**config.mk**
```make
export PLATFORM = sky130hd
export DESIGN_NAME = mac_dot_sequencer
export DESIGN_NICKNAME = d
export VERILOG_FILES = /design/src/rtl/mac_pim_pkg.sv /design/src/rtl/mac_seq_valid_pipe.sv /design/src/rtl/mac_dot_sequencer.sv
export SDC_FILE = /design/constraint.sdc
export NUM_CORES = 1
export LEC_CHECK = 0
export CAP_MARGIN = 20
export CORE_ASPECT_RATIO = 1.1
export CORE_MARGIN = 2
export CORE_UTILIZATION = 25
export CTS_CLUSTER_DIAMETER = 50
export DETAILED_ROUTE_END_ITERATION = 16
export PLACE_DENSITY_LB_ADDON = 0.3
export SYNTH_ARGS = -nofsm -noshare
export SYNTH_HDL_FRONTEND = slang
export SYNTH_HIERARCHICAL = 1
export SYNTH_SLANG_ARGS = --single-unit
export TNS_END_PERCENT = 30
```
**constraint.sdc**
```tcl
create_clock -name clk -period 5.16 [get_ports clk]
set_clock_uncertainty 0.05 [all_clocks]
set_input_delay 1.032 -clock clk [delete_from_list [all_inputs] [get_ports clk]]
set_output_delay 1.032 -clock clk [all_outputs]
set_load 0.02 [all_outputs]
```
**src/rtl/mac_pim_pkg.sv**
```systemverilog
// Shared types and default widths for the PIM MAC sequencer.
// Optional B-stride addressing is enabled by defining MAC_SEQ_STRIDE_EN.
package mac_pim_pkg;

  localparam int unsigned MAC_PIPE_DEPTH = 2;

  localparam int unsigned DEF_ADDR_W = 10;
  localparam int unsigned DEF_LEN_W  = 10;
  localparam int unsigned DEF_DATA_W = 32;
  localparam int unsigned DEF_PSUM_W = 65;
  localparam int unsigned DEF_RD_LAT = 1;

  typedef enum logic [2:0] {
    IDLE  = 3'd0,
    CLEAR = 3'd1,
    ISSUE = 3'd2,
    DRAIN = 3'd3,
    CAPT  = 3'd4,
    DONE  = 3'd5
  } seq_state_e;

endpackage

```
**src/rtl/mac_seq_valid_pipe.sv**
```systemverilog
// Valid shift register that delays each read strobe into the MAC accumulate
// enable, and flags when no valid remains behind the tail stage.
module mac_seq_valid_pipe #(
  parameter int unsigned DEPTH = 3
) (
  input  logic clk,
  input  logic reset_n,
  input  logic i_valid,
  output logic o_next,
  output logic o_empty
);

  logic [DEPTH-1:0] r_pipe;

  always_ff @(posedge clk or negedge reset_n) begin
    if (!reset_n) begin
      r_pipe <= '0;
    end else begin
      r_pipe <= {r_pipe[DEPTH-2:0], i_valid};
    end
  end

  assign o_next = r_pipe[DEPTH-1];

  // Only the tail (if anything) is still live: it retires this cycle.
  assign o_empty = ~i_valid & ~(|r_pipe[DEPTH-2:0]);

endmodule

```
**src/rtl/mac_dot_sequencer.sv**
```systemverilog
// Dot-product command sequencer: reads operand pairs from SRAM, drives the
// 2-stage MAC, returns the final psum. MAC_SEQ_STRIDE_EN adds a B stride.
module mac_dot_sequencer
  import mac_pim_pkg::*;
#(
  parameter int unsigned ADDR_W = DEF_ADDR_W,
  parameter int unsigned LEN_W  = DEF_LEN_W,
  parameter int unsigned DATA_W = DEF_DATA_W,
  parameter int unsigned PSUM_W = DEF_PSUM_W,
  parameter int unsigned RD_LAT = DEF_RD_LAT
) (
  input  logic              clk,
  input  logic              reset_n,
  input  logic              cmd_valid,
  output logic              cmd_ready,
  input  logic [ADDR_W-1:0] cmd_base_a,
  input  logic [ADDR_W-1:0] cmd_base_b,
  input  logic [LEN_W-1:0]  cmd_len,
`ifdef MAC_SEQ_STRIDE_EN
  input  logic [ADDR_W-1:0] cmd_stride_b,
`endif
  output logic              mem_req,
  output logic [ADDR_W-1:0] mem_addr_a,
  output logic [ADDR_W-1:0] mem_addr_b,
  input  logic [DATA_W-1:0] mem_rdata_a,
  input  logic [DATA_W-1:0] mem_rdata_b,
  output logic [DATA_W-1:0] mac_a,
  output logic [DATA_W-1:0] mac_b,
  output logic              mac_clear,
  output logic              mac_next,
  input  logic [PSUM_W-1:0] mac_psum,
  output logic              res_valid,
  output logic [PSUM_W-1:0] res_data,
  input  logic              res_ready,
  output logic              busy
);

  localparam int unsigned VPIPE_DEPTH = RD_LAT + MAC_PIPE_DEPTH;

  seq_state_e        r_state;
  logic [ADDR_W-1:0] r_base_a;
  logic [ADDR_W-1:0] r_base_b;
  logic [LEN_W-1:0]  r_len;
  logic [LEN_W-1:0]  r_cnt;
  logic              r_mem_req;
  logic [ADDR_W-1:0] r_addr_a;
  logic [ADDR_W-1:0] r_addr_b;
  logic              r_clear;
  logic              r_res_valid;
  logic [PSUM_W-1:0] r_res_data;
  logic [ADDR_W-1:0] w_stride_b;
  logic              w_next;
  logic              w_empty;

`ifdef MAC_SEQ_STRIDE_EN
  logic [ADDR_W-1:0] r_stride_b;
  assign w_stride_b = r_stride_b;
`else
  assign w_stride_b = ADDR_W'(1);
`endif

  mac_seq_valid_pipe #(
    .DEPTH (VPIPE_DEPTH)
  ) u_valid_pipe (
    .clk     (clk),
    .reset_n (reset_n),
    .i_valid (r_mem_req),
    .o_next  (w_next),
    .o_empty (w_empty)
  );

  // Command FSM with registered strobes, addresses and result.
  always_ff @(posedge clk or negedge reset_n) begin
    if (!reset_n) begin
      r_state     <= IDLE;
      r_base_a    <= '0;
      r_base_b    <= '0;
      r_len       <= '0;
      r_cnt       <= '0;
      r_mem_req   <= 1'b0;
      r_addr_a    <= '0;
      r_addr_b    <= '0;
      r_clear     <= 1'b0;
      r_res_valid <= 1'b0;
      r_res_data  <= '0;
`ifdef MAC_SEQ_STRIDE_EN
      r_stride_b  <= '0;
`endif
    end else begin
      r_clear <= 1'b0;
      case (r_state)
        IDLE: begin
          if (cmd_valid) begin
            r_base_a   <= cmd_base_a;
            r_base_b   <= cmd_base_b;
            r_len      <= cmd_len;
`ifdef MAC_SEQ_STRIDE_EN
            r_stride_b <= cmd_stride_b;
`endif
            r_clear    <= 1'b1;
            r_state    <= CLEAR;
          end
        end
        CLEAR: begin
          if (r_len == '0) begin
            r_state <= CAPT;
          end else begin
            r_mem_req <= 1'b1;
            r_addr_a  <= r_base_a;
            r_addr_b  <= r_base_b;
            r_cnt     <= r_len - LEN_W'(1);
            r_state   <= ISSUE;
          end
        end
        ISSUE: begin
          if (r_cnt == '0) begin
            r_mem_req <= 1'b0;
            r_state   <= DRAIN;
          end else begin
            r_addr_a <= r_addr_a + ADDR_W'(1);
            r_addr_b <= r_addr_b + w_stride_b;
            r_cnt    <= r_cnt - LEN_W'(1);
          end
        end
        // Last accumulate lands this cycle; psum is readable in CAPT.
        DRAIN: begin
          if (w_empty) begin
            r_state <= CAPT;
          end
        end
        CAPT: begin
          r_res_data  <= mac_psum;
          r_res_valid <= 1'b1;
          r_state     <= DONE;
        end
        DONE: begin
          if (res_ready) begin
            r_res_valid <= 1'b0;
            r_state     <= IDLE;
          end
        end
        default: r_state <= IDLE;
      endcase
    end
  end

  assign cmd_ready  = (r_state == IDLE);
  assign busy       = (r_state != IDLE);
  assign mem_req    = r_mem_req;
  assign mem_addr_a = r_addr_a;
  assign mem_addr_b = r_addr_b;
  assign mac_a      = mem_rdata_a;
  assign mac_b      = mem_rdata_b;
  assign mac_clear  = r_clear;
  assign mac_next   = w_next;
  assign res_valid  = r_res_valid;
  assign res_data   = r_res_data;

endmodule
```
==> results.yml <==
clock_tree:
  cts_tree: "yes"
  clock-sinks: 134
  tritoncts.num_buffers: 17
  cts_hold_buffers: 0
  clk_transition_reported_paths_ns: 0.06
  cts.root.buffer_cell: "sky130_fd_sc_hd__clkbuf_16"
  clock_latency_ns: 0.42
  cts.path.max_buffers: 2
  ctsHtreeMaxLevel: 4
  cts_repair_resize_count: 0
  postCtsSetupRepairBufs: 0
flow_run:
  cap_viol_max_count: 0
timing:
  setup_viol_count_final: 0
  max_clock_freq_mhz: 316
  finalCritPeriodShare_pct: 61.4
  period_needed_ns: 3.17
  max_slew_margin_pct: 37.5
  final-hold-violation-count: 0
  tightestPinTransition_ns: 0.937
  report.final.slew_viol_count: 0
  setup_total_negative_slack_ns: 0
  grt_setup_unrepaired: "false"
synthesis:
  syn-mean-instance-area_um2: 11.4
  syn_area_mm2: 0.00637
  synth-edff-count: 0
  ys.flop_type: "sky130_fd_sc_hd__dfrtp_1"
  syn_inst_count: 557
  asyncSetResetFlopFracSynth_pct: 100
  synthMostInstantiatedCell: "sky130_fd_sc_hd__dfrtp_1"
  synth.largest_area_cell: "sky130_fd_sc_hd__dfrtp_1"
  synthesis.nets: 723
  synth_cell_count_leaders: "134 x sky130_fd_sc_hd__dfrtp_1, 92 x sky130_fd_sc_hd__mux2_2, 66 x sky130_fd_sc_hd__buf_4, 42 x sky130_fd_sc_hd__nand2_1, 35 x sky130_fd_sc_hd__a21oi_1"
  synth.top_cell.area_share_pct: 52.6
  ys_seq_area_share_pct: 52.6
  yosys.cell_types.count: 54
  number_of_synthesis_warnings: 6
  netlist_top_cells_area: "sky130_fd_sc_hd__dfrtp_1 53%, sky130_fd_sc_hd__mux2_2 16%, sky130_fd_sc_hd__buf_4 7.8%, sky130_fd_sc_hd__a21oi_1 2.7%, sky130_fd_sc_hd__nand2_1 2.5%"
  postSynthRegisterBits: 134
grt:
  wire_length_of_the_first_global_routing_pass_um: 25800
  grt_start_max_net_pins: 56
  antenna_violations_before_repair: 0
  globalRoute.totalOverflow: 0
  grt_pass1_vias: 4649
  all_layer_gr_usage_pct: 12.5
power:
  static-leakage-power_nw: 3.46
  irDropWorstVdd_v: 0.000267
  post-layout-total-power_mw: 5.90
  power_density_relative_to_cell_area_mw_per_mm2: 681
place:
  portBuffers: 189
  hpwl_after_dpl_um: 11700
  globalplace.congestion: 0.767
drt:
  vias: 4625
  route.final.wire_length_um: 16800
  drt_first_pass_iters: 4
  detail_route.iter0.violations: 182
  drt_drc_violations_left: 0
  wl_per_cell_um: 16.7
  drtAntennaViolNets: 0
  detail_route.vias_per_cell: 4.61
floorplan:
  floorplan.die_area_mm2: 0.0268
  rows: 61
  core_area_mm2: 0.0252
  initial_core_util_pct: 25.3
  die-width_um: 156
  y_dimension_of_the_die_um: 171
  pin_count: 318
min_path:
  worstHoldPathType: "flip-flop to flip-flop"
critical_path:
  worstPathRequired_ns: 5.40
  timing.critical_path.mode_cell: "sky130_fd_sc_hd__mux2i_1"
  cpLargestDelayFamily: "simple AND/OR/NAND/NOR gates"
  kind_of_launch_point_of_the_worst_setup_path: "flip-flop"
  worst-setup-path-type: "flip-flop to flip-flop"
  crit_path_max_incr_delay_ns: 0.64
  timing.critical_path.cells: "nor3b_4 -> mux2i_1 -> ha_1 -> or4b_1 -> nor3_1 -> a41o_1 -> mux2i_1 -> o21ai_1"
  end_kind: "flip-flop"
  critical_path_arrival_ns: 3.41
  critical_path_peak_fanout: 14
  slowest_stage: "sky130_fd_sc_hd__nor3b_4"
  critical_path_buf_inv_count: 0
outcome:
  status: "complete, no violations"
cells_and_area:
  finish.utilization_pct: 34.4
  area_delta_synth_final_pct: 36.0
  antenna-diode-count: 0
  layout-drive-gt1-share_pct: 20.0
  finalNetCount: 843
==> where the power goes <==
group	total [mW]	internal [mW]	switching, mW
logic	2.70	1.35	1.35
registers	1.98	1.58	0.406
clock network	1.22	0.728	0.491
==> flip-flops by register name, summed over array words and instances, names as in the netlist, 3 cells and up <==
name and count:
u_valid_pipe/r_pipe 3, r_state 3, r_len 10, mem_addr_b 10, r_base_b 10, r_base_a 10, r_cnt 10, mem_addr_a 10
res_data 65
==> area by class of cell <==
type                            count  area, µm²
Clock buffer                       18        439
Multi-Input combinational cell    319       2360
Clock inverter                     13        144
Tap cell                          315        394
Inverter                           10       37.5
Fill cell                        2554      16500
Sequential cell                   134       3350
Timing Repair Buffer              195       1940
==> worst register-to-register path: stages, from the launching register on <==
cell and delay, ns:
sky130_fd_sc_hd__dfrtp_1 0.51, sky130_fd_sc_hd__nor3b_4 0.64, sky130_fd_sc_hd__mux2i_1 0.32, sky130_fd_sc_hd__ha_1 0.40
sky130_fd_sc_hd__or4b_1 0.52, sky130_fd_sc_hd__nor3_1 0.21, sky130_fd_sc_hd__a41o_1 0.14, sky130_fd_sc_hd__mux2i_1 0.18
sky130_fd_sc_hd__o21ai_1 0.08
==> cells in the final DEF, fill, tap and decap left out, types with 5 or more instances in the layout <==
cell                                n
sky130_fd_sc_hd__mux2_2            92
sky130_fd_sc_hd__nand3_1           13
sky130_fd_sc_hd__a31oi_1            8
sky130_fd_sc_hd__nor2_1            18
sky130_fd_sc_hd__o21ai_0           19
sky130_fd_sc_hd__nor3_1            16
sky130_fd_sc_hd__a21oi_1           35
sky130_fd_sc_hd__buf_4              6
sky130_fd_sc_hd__inv_1             10
sky130_fd_sc_hd__o22ai_1            7
sky130_fd_sc_hd__mux2i_1            7
sky130_fd_sc_hd__dfrtp_1          134
sky130_fd_sc_hd__inv_6              5
sky130_fd_sc_hd__nand2_1           42
sky130_fd_sc_hd__clkbuf_16         17
sky130_fd_sc_hd__clkdlybuf4s50_1  188
==> per-layer routing <==
layer  global-route usage [%]  part of all wire (%)
met2                     19.9                    48
met4                     6.98                   3.8
met3                     4.08                   6.2
met5                        0                     0
met1                     15.0                    42
==> final timing paths <==
kind / end / slack, ns / cells after the start / start
worst max-delay path: r_cnt[6]$_DFFE_PN0P_ / 1.99 / 8 / r_state[1]$_DFFE_PN0P_
worst min-delay path: u_valid_pipe/r_pipe[1]$_DFF_PN0_ / 0.34 / 0 / u_valid_pipe/r_pipe[0]$_DFF_PN0_
worst max register to register: r_cnt[6]$_DFFE_PN0P_ / 1.99 / 8 / r_state[1]$_DFFE_PN0P_
worst min register to register: u_valid_pipe/r_pipe[1]$_DFF_PN0_ / 0.34 / 0 / u_valid_pipe/r_pipe[0]$_DFF_PN0_
max in group asynchronous: res_data[37]$_DFFE_PN0P_ / 3.62 / 2 / reset_n
min in group asynchronous: r_base_b[7]$_DFFE_PN0P_ / 0.42 / 1 / reset_n
==> through the flow <==
step / area [µm²] / instances / setup WS (ns) / hold WS (ns)
3_3_place_gp: 8080 / 973 / 2.11 / 0.325
6_report: 8670 / 1004 / 1.99 / 0.343
5_1_grt: 8670 / 1004 / 1.67 / 0.349
3_5_place_dp: 8080 / 973 / 2.03 / 0.332
2_1_floorplan: 6370 / 557 / 2.04 / 0.322
4_1_cts: 8670 / 1004 / 1.98 / 0.344
==> logic make-up (layout without fill, tap and decap cells) <==
group,Yosys count,in the layout,synth area share [%]
AOI/OAI and AO/OA,101,101,9.96
xor gates and xnor gates,1,1,0.137
adders and majority gates,3,3,0.589
buffers and inverters,104,236,10.5
DFF,134,134,52.6
muxes,99,99,17.4
and+or+nand+nor,115,115,8.87
No activity file was read; power rests on OpenSTA's default activity.
